===== src/rtl/nodo_frontera_param.sv =====
// Frontier node of a mesh ring: buffers whole packets, rewrites unwitnessed headers
// toward the next ring position, and forwards them under credit-based flow control.
module nodo_frontera_param #(
    parameter int CHANNEL_WIDTH  = 32,
    parameter int ADDR_WIDTH     = 3,
    parameter int DATA_FLITS     = 4,
    parameter int BUFFER_PKTS    = 2,
    parameter int X_WIDTH        = 2,
    parameter int Y_WIDTH        = 2,
    parameter int X_LOCAL        = 0,
    parameter int Y_LOCAL        = 1,
    parameter int DROP_WITNESSED = 0,
    parameter int CNT_WIDTH      = 16
) (
    input  logic                     clk,
    input  logic                     reset,
    input  logic [CHANNEL_WIDTH-1:0] channel_din,
    output logic                     credit_out_dout,
    output logic [CHANNEL_WIDTH-1:0] channel_dout,
    input  logic                     credit_in_din,
    output logic [CNT_WIDTH-1:0]     bounced_count_dout,
    output logic [CNT_WIDTH-1:0]     dropped_count_dout,
    output logic                     overflow_dout
);

    localparam int CW        = CHANNEL_WIDTH;
    localparam int AW        = ADDR_WIDTH;
    localparam int PKT_FLITS = DATA_FLITS + 1;
    localparam int DEPTH     = BUFFER_PKTS * PKT_FLITS;
    localparam int PTR_W     = (DEPTH > 1) ? $clog2(DEPTH) : 1;
    localparam int PC_W      = $clog2(BUFFER_PKTS + 1);
    localparam int DC_W      = (DATA_FLITS > 1) ? $clog2(DATA_FLITS) : 1;
    localparam int TC_W      = $clog2(PKT_FLITS);

    // Next hop on the frontier ring, resolved from which edge this node sits on.
    localparam bit ON_TOP    = (Y_LOCAL == Y_WIDTH + 1);
    localparam bit ON_BOTTOM = (Y_LOCAL == 0);
    localparam bit ON_RIGHT  = (X_LOCAL == X_WIDTH + 1);
    localparam int RING_X    = (X_LOCAL == X_WIDTH) ? X_LOCAL : X_LOCAL + 1;
    localparam int RING_Y    = (Y_LOCAL == Y_WIDTH) ? 1 : Y_LOCAL + 1;
    localparam int NEW_X     = (ON_TOP || ON_BOTTOM) ? RING_X
                             : (ON_RIGHT ? X_LOCAL : X_WIDTH + 1);
    localparam int NEW_Y     = ON_TOP ? 0 : (ON_BOTTOM ? Y_WIDTH + 1 : RING_Y);
    localparam logic [AW-1:0] NEW_X_A = AW'(NEW_X);
    localparam logic [AW-1:0] NEW_Y_A = AW'(NEW_Y);

    localparam logic [DC_W-1:0]  RX_LAST  = DC_W'(DATA_FLITS - 1);
    localparam logic [TC_W-1:0]  TX_LAST  = TC_W'(PKT_FLITS - 1);
    localparam logic [PTR_W-1:0] PTR_LAST = PTR_W'(DEPTH - 1);
    localparam logic [PC_W-1:0]  PKTS_MAX = PC_W'(BUFFER_PKTS);

    typedef enum logic {RX_IDLE, RX_ACTIVE} rx_state_e;
    typedef enum logic {TX_IDLE, TX_SEND} tx_state_e;

    typedef struct packed {
        rx_state_e       state;
        logic [DC_W-1:0] cnt;
        logic            accept;
    } rx_t;

    typedef struct packed {
        tx_state_e       state;
        logic [TC_W-1:0] cnt;
    } tx_t;

    rx_t rx_q, rx_d;
    tx_t tx_q, tx_d;

    logic [CW-1:0]        fifo_mem [DEPTH];
    logic [PTR_W-1:0]     wr_ptr_q, wr_ptr_d;
    logic [PTR_W-1:0]     rd_ptr_q, rd_ptr_d;
    logic [PC_W-1:0]      pkts_q, pkts_d;
    logic [PC_W-1:0]      slots_q, slots_d;
    logic [PC_W-1:0]      credits_q, credits_d;
    logic [1:0]           pend_q, pend_d;
    logic [CW-1:0]        dout_q, dout_d;
    logic                 cred_out_q, cred_out_d;
    logic [CNT_WIDTH-1:0] bounced_q, bounced_d;
    logic [CNT_WIDTH-1:0] dropped_q, dropped_d;
    logic                 ovf_q, ovf_d;

    logic [CW-1:0] hdr_rw;
    logic [CW-1:0] wr_data;
    logic          wr_en;
    logic          accept_hdr;
    logic          drop_hdr;
    logic          drop_ovf;
    logic          bounce;
    logic          rx_done;
    logic          drop_done;
    logic          start_ok;
    logic          tx_start;
    logic          tx_last;
    logic          rd_en;

    always_comb begin
        hdr_rw                  = channel_din;
        hdr_rw[CW-2]            = 1'b1;
        hdr_rw[CW-3 -: AW]      = NEW_X_A;
        hdr_rw[CW-3-AW -: AW]   = NEW_Y_A;
    end

    // Receive side: the packet's fate is decided on its header cycle and carried
    // through the data flits, which are taken blindly on consecutive cycles.
    always_comb begin
        rx_d       = rx_q;
        wr_en      = 1'b0;
        wr_data    = channel_din;
        accept_hdr = 1'b0;
        drop_hdr   = 1'b0;
        drop_ovf   = 1'b0;
        bounce     = 1'b0;
        rx_done    = 1'b0;
        drop_done  = 1'b0;
        case (rx_q.state)
            RX_IDLE: begin
                if (channel_din[CW-1]) begin
                    rx_d.state = RX_ACTIVE;
                    rx_d.cnt   = '0;
                    if (slots_q == PKTS_MAX) begin
                        rx_d.accept = 1'b0;
                        drop_hdr    = 1'b1;
                        drop_ovf    = 1'b1;
                    end else if ((DROP_WITNESSED != 0) && channel_din[CW-2]) begin
                        rx_d.accept = 1'b0;
                        drop_hdr    = 1'b1;
                    end else begin
                        rx_d.accept = 1'b1;
                        accept_hdr  = 1'b1;
                        wr_en       = 1'b1;
                        if (!channel_din[CW-2]) begin
                            bounce  = 1'b1;
                            wr_data = hdr_rw;
                        end
                    end
                end
            end
            RX_ACTIVE: begin
                wr_en = rx_q.accept;
                if (rx_q.cnt == RX_LAST) begin
                    rx_d.state = RX_IDLE;
                    rx_done    = rx_q.accept;
                    drop_done  = !rx_q.accept;
                end else begin
                    rx_d.cnt = rx_q.cnt + DC_W'(1);
                end
            end
            default: rx_d.state = RX_IDLE;
        endcase
    end

    // Transmit side: a new packet may start on the cycle the previous one sends
    // its last flit, so packets leave back-to-back when credit allows.
    always_comb begin
        tx_d     = tx_q;
        start_ok = (pkts_q != '0) && (credits_q != '0);
        tx_start = 1'b0;
        tx_last  = 1'b0;
        rd_en    = 1'b0;
        dout_d   = '0;
        case (tx_q.state)
            TX_IDLE: begin
                if (start_ok) begin
                    tx_start   = 1'b1;
                    tx_d.state = TX_SEND;
                    tx_d.cnt   = '0;
                end
            end
            TX_SEND: begin
                rd_en  = 1'b1;
                dout_d = fifo_mem[rd_ptr_q];
                if (tx_q.cnt == TX_LAST) begin
                    tx_last = 1'b1;
                    if (start_ok) begin
                        tx_start = 1'b1;
                        tx_d.cnt = '0;
                    end else begin
                        tx_d.state = TX_IDLE;
                    end
                end else begin
                    tx_d.cnt = tx_q.cnt + TC_W'(1);
                end
            end
            default: tx_d.state = TX_IDLE;
        endcase
    end

    always_comb begin
        wr_ptr_d = wr_ptr_q;
        if (wr_en) begin
            wr_ptr_d = (wr_ptr_q == PTR_LAST) ? '0 : wr_ptr_q + PTR_W'(1);
        end
        rd_ptr_d = rd_ptr_q;
        if (rd_en) begin
            rd_ptr_d = (rd_ptr_q == PTR_LAST) ? '0 : rd_ptr_q + PTR_W'(1);
        end

        pkts_d = pkts_q;
        if (rx_done && !tx_start) begin
            pkts_d = pkts_q + PC_W'(1);
        end else if (!rx_done && tx_start) begin
            pkts_d = pkts_q - PC_W'(1);
        end

        // A slot stays owned from header acceptance until its last flit leaves.
        slots_d = slots_q;
        if (accept_hdr && !tx_last) begin
            slots_d = slots_q + PC_W'(1);
        end else if (!accept_hdr && tx_last) begin
            slots_d = slots_q - PC_W'(1);
        end

        credits_d = credits_q;
        if (tx_start && !credit_in_din) begin
            credits_d = credits_q - PC_W'(1);
        end else if (!tx_start && credit_in_din && (credits_q != PKTS_MAX)) begin
            credits_d = credits_q + PC_W'(1);
        end

        // Drop credits yield to the forwarded-packet credit and are replayed later.
        cred_out_d = 1'b0;
        pend_d     = pend_q;
        if (tx_last) begin
            cred_out_d = 1'b1;
            if (drop_done) begin
                pend_d = pend_q + 2'd1;
            end
        end else if (drop_done) begin
            cred_out_d = 1'b1;
        end else if (pend_q != 2'd0) begin
            cred_out_d = 1'b1;
            pend_d     = pend_q - 2'd1;
        end

        bounced_d = bounced_q;
        if (bounce && !(&bounced_q)) begin
            bounced_d = bounced_q + CNT_WIDTH'(1);
        end
        dropped_d = dropped_q;
        if (drop_hdr && !(&dropped_q)) begin
            dropped_d = dropped_q + CNT_WIDTH'(1);
        end
        ovf_d = ovf_q | drop_ovf;
    end

    always_ff @(posedge clk) begin
        if (wr_en) begin
            fifo_mem[wr_ptr_q] <= wr_data;
        end
    end

    always_ff @(posedge clk or posedge reset) begin
        if (reset) begin
            rx_q.state <= RX_IDLE;
            rx_q.cnt   <= '0;
            rx_q.accept <= 1'b0;
            tx_q.state <= TX_IDLE;
            tx_q.cnt   <= '0;
            wr_ptr_q   <= '0;
            rd_ptr_q   <= '0;
            pkts_q     <= '0;
            slots_q    <= '0;
            credits_q  <= PKTS_MAX;
            pend_q     <= 2'd0;
            dout_q     <= '0;
            cred_out_q <= 1'b0;
            bounced_q  <= '0;
            dropped_q  <= '0;
            ovf_q      <= 1'b0;
        end else begin
            rx_q       <= rx_d;
            tx_q       <= tx_d;
            wr_ptr_q   <= wr_ptr_d;
            rd_ptr_q   <= rd_ptr_d;
            pkts_q     <= pkts_d;
            slots_q    <= slots_d;
            credits_q  <= credits_d;
            pend_q     <= pend_d;
            dout_q     <= dout_d;
            cred_out_q <= cred_out_d;
            bounced_q  <= bounced_d;
            dropped_q  <= dropped_d;
            ovf_q      <= ovf_d;
        end
    end

    assign channel_dout       = dout_q;
    assign credit_out_dout    = cred_out_q;
    assign bounced_count_dout = bounced_q;
    assign dropped_count_dout = dropped_q;
    assign overflow_dout      = ovf_q;

endmodule


===== config.mk =====
export PLATFORM = sky130hd
export DESIGN_NAME = nodo_frontera_param
export DESIGN_NICKNAME = d
export VERILOG_FILES = /design/src/rtl/nodo_frontera_param.sv
export SDC_FILE = /design/constraint.sdc
export NUM_CORES = 1
export LEC_CHECK = 0
export CAP_MARGIN = 20
export CORE_MARGIN = 2
export CORE_UTILIZATION = 63
export CTS_CLUSTER_DIAMETER = 40
export DETAILED_ROUTE_END_ITERATION = 10
export PLACE_DENSITY = 0.84
export RECOVER_POWER = 50
export SETUP_SLACK_MARGIN = 0.5
export SYNTH_ARGS = -nofsm -noshare
export SYNTH_HDL_FRONTEND = slang
export SYNTH_SLANG_ARGS = --single-unit

===== constraint.sdc =====
create_clock -name clk -period 9 [get_ports clk]
set_input_delay 1.8 -clock clk [delete_from_list [all_inputs] [get_ports clk]]
set_output_delay 1.8 -clock clk [all_outputs]
set_load 0.01 [all_outputs]

==> run metrics <==
run status=finished with violations; failing checks=capacitance limit, slew limit; origin of the worst min-delay path=rx_q[1]; Chip Height=163 um; final standard cell area without fillers=18900 um^2; Primary FF master, synth=edfxtp_1; number of cells upsized or downsized after cts=0; GR met3 Demand/Resource=0.0377; async set-reset flop share out of synthesis=0.220; power after layout=6.36 mW; number of buffers added for setup after CTS=0; global-route met2 utilization=0.448; fraction of power spent switching nets=0.296; number of global-route vias before repair=8825; cell count after synthesis=840; detailed router's first-iteration violation count=867; clock-pin slew reported for the worst setup and hold paths after clock tree synthesis=0.06 ns; CP Data Required Time=8.76 ns; count of cells along the worst hold path=1; Worst Hold Class=reg2reg; worst voltage drop across the vdd grid=195 uV; post-layout util=0.758; Post-Route WL=between 30000 and 40000 um; endpoint of the worst register-to-register path=channel_dout[0]; max frequency=171 MHz; Synth warnings=0; Fin. Hold Viols=0; number of distinct library cells after synthesis=47; TritonCTS clock tree=yes; maximum level of the CTS H-tree=2; overall fraction of global-route tracks in use=0.261; portion of synthesized cell area occupied by the leading cell type=0.607; worst rel slew slack=-1.85; max cap viols=5; cell area after synthesis=15800 um^2; detailed-route wire length per cell=25.2 um; Arr. time, crit path=between 5 and 6 ns; die outline width=between 150 and 200 um; Mean Syn Cell Area=18.8 um^2; die area=~26000 um^2; Ant. Diodes=0; final weighted congestion of routability-driven global placement=just under 0.8; transition at the pin with the smallest max-transition slack=4.27 ns; worst-case clock buffer depth=3; cell type contributing the most total cell area after synthesis=edfxtp_1; Critical Setup Path Class=in2async; RSZ-0062 raised after global routing=false; fillcell total=1325; GRT met1 Usage=0.350; number of nets still failing antenna checks after routing=0; share of power burned in combinational logic=0.282; clock period minus final worst setup slack=5.84 ns; number of flops mapped to enable cells by yosys=320; number of register bits inferred by synthesis=410; Final setup viols=0; first drt pass iteration count=7; Clock Sinks=410; power density cells=337 nW/um^2; Final Cycle Share=0.649; top post-synthesis cells by count=edfxtp_1 (320), dfrtp_1 (89), mux4_2 (81); top cells by area in the synthesized netlist=edfxtp_1 (61%), dfrtp_1 (14%), mux4_2 (12%); crit path capture type=async pin; reg-to-reg slack, setup=3.74 ns; Internal Power=4.48 mW; Port Buf Inserts=100; # hold bufs at CTS=0; # rows=58; most repeated cell in the gate-level netlist after synthesis=edfxtp_1; Final HPWL DP=18200 um; global-route wire length before repair=51200 um; core outline area=24900 um^2; Setup crit start kind=input port; Starting Density=0.636; share of post-route cells with drive strength above 1=0.202; Via-to-Cell Ratio=approximately 6.2; Final Slew Violations=225; net switching power of the design=1.88 mW; Setup Skew=0.0142 ns; cts bufs inserted=46; GRT busiest layer=met2; area overhead of the layout relative to synthesis=19.2%; register area share after synthesis=0.749; RR Startpoint=rd_ptr_q[0]; Final Net Count=about 1000; initial antenna violation count=0; leakage power total=6.62 nW; nets in the synthesized netlist=882; multi-input gate area in the final layout=3810 um^2; post-route setup TNS=0 ns; vias after detailed routing=roughly 8400; pin count of the biggest net entering global routing=68; Sequential Area=11900 um^2; clk root buf=clkbuf_16; boundary pin count=101; register share of total power=0.420; clock share of power=0.298; placed inst area=17300 um^2; hold-critical path endpoint=rx_q[1]; worst reg2reg path depth=4; clk_lat worst skew=0.54 ns; gr ovfl total=0; Worst Path Max Fanout=just over 50; final routed DRC violation total=0
==> sequential cells by signal, summed over array words and instances, names as in the netlist <==
signal / count
fifo_mem: 320
channel_dout: 32
bounced_count_dout: 16
dropped_count_dout: 16
rd_ptr_q: 4
rx_q: 4
tx_q: 4
wr_ptr_q: 4
credits_q: 2
pend_q: 2
pkts_q: 2
slots_q: 2
credit_out_dout: 1
overflow_dout: 1
==> cells in the final DEF (no fill, tap or decap), types with 9 or more instances in the layout <==
cell,instances
nand4_1,9
edfxtp_1,320
nor2_1,20
mux4_2,81
xnor2_1,17
clkbuf_16,51
buf_4,12
and2_0,9
dlygate4sd3_1,56
a21oi_1,9
xor2_1,22
o21ai_0,24
clkdlybuf4s50_1,44
mux2_2,19
nand2_1,64
a31oi_1,15
and2_1,10
clkbuf_1,19
nand3_1,15
dfrtp_1,88
==> worst max-delay path by stage <==
stage | cells past startpoint | startpoint | slack (ns) | endpoint
3_3_place_gp | 6 | channel_din[31] | 3.97 | fifo_mem[9][23]
4_1_cts | 6 | channel_din[31] | 4.21 | fifo_mem[9][16]
3_5_place_dp | 6 | channel_din[31] | 3.75 | fifo_mem[9][23]
6_report | 3 | reset | 3.16 | rd_ptr_q[2]
5_1_grt | 3 | reset | 2.17 | rd_ptr_q[2]
2_1_floorplan | 4 | channel_din[31] | 3.02 | fifo_mem[1][0]
==> per-stage QoR <==
| stage | hold slack (ns) | worst slack, ns | std cells |
|---|---|---|---|
| 2_1_floorplan | 0.443 | 3.02 | 840 |
| 3_3_place_gp | 0.459 | 3.97 | 1253 |
| 3_5_place_dp | 0.465 | 3.75 | 1254 |
| 4_1_cts | 0.472 | 4.21 | 1340 |
| 5_1_grt | 0.481 | 2.17 | 1343 |
| 6_report | 0.474 | 3.16 | 1343 |
==> power by group through the flow <==
stage               Clock [mW]  Sequential (mW)  Combinational [mW]
global placement             0             2.67                1.69
global route              1.98             2.70                1.94
detailed placement           0             2.70                1.75
CTS                       1.91             2.67                1.80
finish                    1.89             2.67                1.79
floorplan                    0             2.66                1.17
==> cell type report <==
class	count	area share
Tap cell	330	0.0219
Clock buffer	69	0.0728
Inverter	9	0.00186
Sequential cell	410	0.629
Timing Repair Buffer	120	0.0632
Clock inverter	17	0.00988
Multi-Input combinational cell	388	0.202
==> worst max-delay path: stages <==
cell and delay (ns):
dlygate4sd3_1 0.55, clkinvlp_2 1.03, clkbuf_1 2.18
==> cells by family (layout without fill, tap and decap cells) <==
family,count (synthesis),count (layout),share of synthesized area
muxes,103,103,0.131
AOI/OAI and AO/OA,58,58,0.0215
adders and majority gates,7,7,0.00553
xor gates and xnor gates,39,39,0.0216
buffers and inverters,42,215,0.0134
and+or+nand+nor,181,181,0.0576
DFF,410,410,0.749
==> layer usage <==
layer	vias to the layer above	part of all wire
met4	0	0.023
met5	-	0
met2	405	0.52
met3	67	0.070
li1	3573	-
met1	4315	0.38
(Power assumes the default switching activity.)
